==> src/rtl/bit_counter_pkg.sv <==
// Shared definitions for the population-counter pipeline: default word width,
// length-field width helper and the deserializer state type.
package bit_counter_pkg;

    localparam int DEFAULT_WIDTH = 24;

    function automatic int len_width(input int w);
        return $clog2(w + 1);
    endfunction

    typedef enum logic {
        IDLE,
        COLLECT
    } deser_state_t;

endpackage

==> src/rtl/bit_stream_deserializer.sv <==
// Serial-to-parallel front end of the population counter: MSB-first words, early close on last_i.
// Optional running parity output enabled by `BIT_STREAM_DESERIALIZER_PARITY_EN.
//   state   | meaning
//   IDLE    | no bits held, bit_cnt == 0
//   COLLECT | partial word held, 0 < bit_cnt < WIDTH
module bit_stream_deserializer
    import bit_counter_pkg::*;
#(
    parameter  int WIDTH = DEFAULT_WIDTH,
    localparam int LEN_W = len_width(WIDTH)
) (
    input  logic             clk_i,
    input  logic             rst_i,
    input  logic             data_i,
    input  logic             data_val_i,
    input  logic             last_i,
    output logic [WIDTH-1:0] deser_data_o,
    output logic [LEN_W-1:0] deser_len_o,
    output logic             deser_data_val_o,
    output logic             busy_o
`ifdef BIT_STREAM_DESERIALIZER_PARITY_EN
    ,
    output logic             deser_parity_o
`endif
);

    localparam logic [WIDTH-1:0] MSB_ONE  = {1'b1, {(WIDTH-1){1'b0}}};
    localparam logic [LEN_W-1:0] LAST_IDX = LEN_W'(WIDTH - 1);

    deser_state_t     state_q, state_d;
    logic [LEN_W-1:0] bit_cnt_q, bit_cnt_d;
    logic [WIDTH-1:0] shift_q, shift_d;
    logic [WIDTH-1:0] word;
    logic [LEN_W-1:0] len_emit;
    logic             emit;

    always_comb begin
        state_d   = state_q;
        bit_cnt_d = bit_cnt_q;
        shift_d   = shift_q;
        emit      = 1'b0;
        // word already includes the current bit so a closing bit emits without a bubble
        word      = shift_q | (data_i ? (MSB_ONE >> bit_cnt_q) : '0);
        len_emit  = bit_cnt_q + LEN_W'(1);
        case (state_q)
            IDLE: begin
                if (data_val_i) begin
                    if (last_i) begin
                        emit = 1'b1;
                    end else begin
                        shift_d   = word;
                        bit_cnt_d = LEN_W'(1);
                        state_d   = COLLECT;
                    end
                end
            end
            COLLECT: begin
                if (data_val_i) begin
                    if (last_i || (bit_cnt_q == LAST_IDX)) begin
                        emit      = 1'b1;
                        shift_d   = '0;
                        bit_cnt_d = '0;
                        state_d   = IDLE;
                    end else begin
                        shift_d   = word;
                        bit_cnt_d = len_emit;
                    end
                end
            end
            default: state_d = IDLE;
        endcase
    end

    always_ff @(posedge clk_i or posedge rst_i) begin
        if (rst_i) begin
            state_q          <= IDLE;
            bit_cnt_q        <= '0;
            shift_q          <= '0;
            deser_data_o     <= '0;
            deser_len_o      <= '0;
            deser_data_val_o <= 1'b0;
        end else begin
            state_q          <= state_d;
            bit_cnt_q        <= bit_cnt_d;
            shift_q          <= shift_d;
            deser_data_val_o <= emit;
            if (emit) begin
                deser_data_o <= word;
                deser_len_o  <= len_emit;
            end
        end
    end

`ifdef BIT_STREAM_DESERIALIZER_PARITY_EN
    logic parity_q;

    always_ff @(posedge clk_i or posedge rst_i) begin
        if (rst_i) begin
            parity_q       <= 1'b0;
            deser_parity_o <= 1'b0;
        end else if (data_val_i) begin
            if (emit) begin
                parity_q       <= 1'b0;
                deser_parity_o <= parity_q ^ data_i;
            end else begin
                parity_q <= parity_q ^ data_i;
            end
        end
    end
`endif

    assign busy_o = (state_q == COLLECT);

endmodule
==> config.mk <==
export PLATFORM = sky130hd
export DESIGN_NAME = bit_stream_deserializer
export DESIGN_NICKNAME = d
export VERILOG_FILES = /design/src/rtl/bit_counter_pkg.sv /design/src/rtl/bit_stream_deserializer.sv
export SDC_FILE = /design/constraint.sdc
export NUM_CORES = 1
export LEC_CHECK = 0
export BUFFER_PORTS_ARGS = -buffer_cell sky130_fd_sc_hd__buf_4
export CORE_MARGIN = 3
export CORE_UTILIZATION = 62
export CTS_CLUSTER_SIZE = 10
export DETAILED_ROUTE_END_ITERATION = 8
export MAX_ROUTING_LAYER = met4
export PLACE_DENSITY = 0.84
export SLEW_MARGIN = 40
export SYNTH_ARGS = -nofsm -noshare
export SYNTH_HDL_FRONTEND = slang
export SYNTH_SLANG_ARGS = --single-unit
export TNS_END_PERCENT = 5
==> constraint.sdc <==
create_clock -name clk_i -period 3.03 [get_ports clk_i]
set_clock_uncertainty 0.2 [all_clocks]
set_input_delay 0.4545 -clock clk_i [delete_from_list [all_inputs] [get_ports clk_i]]
set_output_delay 0.4545 -clock clk_i [all_outputs]
set_load 0.02 [all_outputs]
==> load_flow_metrics.sql <==
INSERT INTO impl_metrics (metric_group, metric, value, unit) VALUES
('outcome', 'status', 'complete, no violations', ''),
('final_layout', 'stdcell_area', '3360', 'um^2'),
('die', 'coreArea', '4410', 'um^2'),
('clock_tree', 'cts_buffers', '9', ''),
('grt', 'met1_usage', '0.323', ''),
('yosys', 'synth_top_flop_cell', 'sky130_fd_sc_hd__dfrtp_1', ''),
('sta', 'maximum_clock_frequency', '0.437', 'GHz'),
('yosys', 'ys_ff_latch', '60', ''),
('grt', 'grt_start_max_net_pins', '28', ''),
('sta', 'timing.slew.headroom', '0.555', ''),
('pwr', 'seq_power_share', '0.465', ''),
('clock_tree', 'htreeDepth', '3', ''),
('clock_tree', 'cts-hold-fix-buffers', '1', ''),
('yosys', 'ys_types', '36', ''),
('grt', 'busiest_layer', 'met2', ''),
('routing', 'wl_per_cell', '17.1', 'um'),
('yosys', 'postSynthAreaPerCell', '11.1', 'um^2'),
('grt', 'gr-total-overflow', '0', ''),
('final_layout', 'nNetsFinal', '304', ''),
('pwr', 'intPower', '1.42', 'mW'),
('yosys', 'yosys.area.top_type_share', '0.522', ''),
('worst_setup_path', 'crit_path_start_kind', 'register', ''),
('grt', 'grt_use_met3', '0.0378', ''),
('worst_setup_path', 'crit_required', '3.09', 'ns'),
('clock_tree', 'clock_sink_count', '60', ''),
('pwr', 'p_comb_frac', '0.176', ''),
('routing', 'drt_first_iter_violations', '155', ''),
('place', 'place_area', '3160', 'um^2'),
('yosys', 'synth_edf_count', '0', ''),
('sta', 'final.hold.worst_slack', '0.289', 'ns'),
('grt', 'gr-usage-all-layers', '0.247', ''),
('min_path', 'worstHoldPathType', 'input port to register', ''),
('routing', 'wl', '5940', 'um'),
('final_layout', 'final_cell_mix', 'sky130_fd_sc_hd__dfrtp_1 (60), sky130_fd_sc_hd__buf_4 (38), sky130_fd_sc_hd__inv_1 (33)', ''),
('die', 'design.portCount', '36', ''),
('yosys', 'synthesis.instances', '258', ''),
('yosys', 'synth_seq_area_share', '0.522', ''),
('place', 'numPlacedInstances', '333', ''),
('grt', 'grt_pass1_wl', '9650', 'um'),
('clock_tree', 'count_of_cells_resized_by_post_cts_repair', '0', ''),
('sta', 'tightestPinTransition', '0.665', 'ns'),
('sta', 'rsz_0062_raised_after_global_routing', 'no', ''),
('sta', 'final_min_period_over_clock_period', '0.756', ''),
('pwr', 'total_power', '1.98', 'mW'),
('pwr', 'p_switching', '562', 'uW'),
('routing', 'via_count', '2042', ''),
('place', 'gp_routability_congestion', '0.888', ''),
('grt', 'first_global_vias', '1988', ''),
('final_layout', 'post_route_cells_drive_above_1_share', '0.223', ''),
('sta', 'timing_hold_violations_final', '0', ''),
('clock_tree', 'cts.repair_timing.setup_buffer_count', '0', ''),
('pwr', 'share_clk_of_total_power', '0.358', ''),
('pwr', 'sw_frac_of_total', '0.284', ''),
('die', 'initial_core_util', '0.651', ''),
('die', 'die_height', '74.1', 'um'),
('yosys', 'syn_area', '2880', 'um^2'),
('routing', 'ant_nets', '0', ''),
('routing', 'drc', '0', ''),
('clock_tree', 'clock_tree.buffer_depth', '2', ''),
('final_layout', 'final_common_cell', 'sky130_fd_sc_hd__dfrtp_1', ''),
('die', 'die_area', '5490', 'um^2'),
('place', 'detailed_place_hpwl', '4100', 'um'),
('final_layout', 'final_instance_count_excl_fillers', '348', ''),
('final_layout', 'area_growth', '16.7', '%'),
('yosys', 'post_synth_main_area_contributors', 'sky130_fd_sc_hd__dfrtp_1 (52%), sky130_fd_sc_hd__mux2i_1 (8.7%), sky130_fd_sc_hd__a21oi_1 (5.0%)', ''),
('die', 'die_w', '74.1', 'um'),
('sta', 'finalMaxSlewViolations', '0', ''),
('pwr', 'cellPowerDensity', '589', 'nW/um^2'),
('worst_setup_path', 'critical_path_end_type', 'register', ''),
('final_layout', 'number_of_filler_instances_in_the_final_layout', '285', ''),
('sta', 'fin_crit', '2.29', 'ns');
## power groups by stage
stage	sequential (mW)	combinational, mW	clock [mW]
after floorplan	0.965	0.183	0
after global placement	0.928	0.337	0
after detailed placement	0.933	0.348	0
after CTS	0.919	0.350	0.717
after global routing	0.926	0.380	0.753
final	0.920	0.349	0.709
## sequential cells by signal, indices dropped and copies added, names as in the netlist
name	flops
deser_data_o	24
shift_q	24
bit_cnt_q	5
deser_len_o	5
busy_o	1
deser_data_val_o	1
## kinds of logic (layout without fill, tap and decap cells)
| kind of cell | Yosys count | count (layout) | synth area share |
|---|---|---|---|
| adders and majority gates | 6 | 6 | 0.0261 |
| buffers and inverters | 50 | 88 | 0.0783 |
| xor gates and xnor gates | 1 | 1 | 0.00305 |
| DFF | 60 | 60 | 0.522 |
| muxes | 30 | 30 | 0.107 |
| and+or+nand+nor | 41 | 41 | 0.0936 |
| AOI/OAI and AO/OA | 70 | 70 | 0.170 |
## cell usage after synthesis, types with 2 or more instances
cell type	n
sky130_fd_sc_hd__dfrtp_1	60
sky130_fd_sc_hd__inv_1	34
sky130_fd_sc_hd__a21oi_1	29
sky130_fd_sc_hd__mux2i_1	25
sky130_fd_sc_hd__nor2_1	13
sky130_fd_sc_hd__a31oi_1	12
sky130_fd_sc_hd__a22o_1	10
sky130_fd_sc_hd__buf_2	9
sky130_fd_sc_hd__nand2_1	7
sky130_fd_sc_hd__ha_1	6
sky130_fd_sc_hd__a2111oi_2	5
sky130_fd_sc_hd__nor2b_1	5
sky130_fd_sc_hd__o21a_1	5
sky130_fd_sc_hd__and2_1	3
sky130_fd_sc_hd__and3b_1	3
sky130_fd_sc_hd__buf_6	3
sky130_fd_sc_hd__clkbuf_1	3
sky130_fd_sc_hd__mux2_1	3
sky130_fd_sc_hd__o21ai_0	3
sky130_fd_sc_hd__a32o_1	2
sky130_fd_sc_hd__mux2_2	2
sky130_fd_sc_hd__nand3_1	2
## critical path, stage by stage (launching register included)
cell	delay [ns]
sky130_fd_sc_hd__dfrtp_1	0.65
sky130_fd_sc_hd__nand2_1	0.26
sky130_fd_sc_hd__o21ai_4	0.62
sky130_fd_sc_hd__buf_12	0.25
sky130_fd_sc_hd__mux2i_1	0.22
## layout make-up
cell class,count,area [um^2],share of cell area
multi-input combinational,148,1160,0.345
clock buffer,12,155,0.0462
inverter,34,128,0.0380
sequential,60,1500,0.447
clock inverter,2,35.0,0.0104
timing repair buffer,40,315,0.0940
tap,52,65.1,0.0194
## path summary, 6_finish.rpt
kind / start / end / slack [ns] / depth (start not counted)
setup reg to reg: busy_o / deser_data_o[7] / 0.74 / 4
hold reg to reg: shift_q[3] / shift_q[3] / 0.29 / 1
setup / recovery: busy_o / deser_data_o[7] / 0.74 / 4
min in group asynchronous: rst_i / shift_q[10] / 0.41 / 3
hold / removal: data_val_i / busy_o / 0.29 / 2
max in group asynchronous: rst_i / shift_q[17] / 1.61 / 4
## routing by layer
layer	up-vias	share of wire	wire, um
li1	967	-	-
met1	1002	0.44	2620
met2	59	0.49	2910
met3	14	0.045	270
met4	0	0.024	142
met5	-	0	0
No activity file was read; power rests on OpenSTA's default activity.
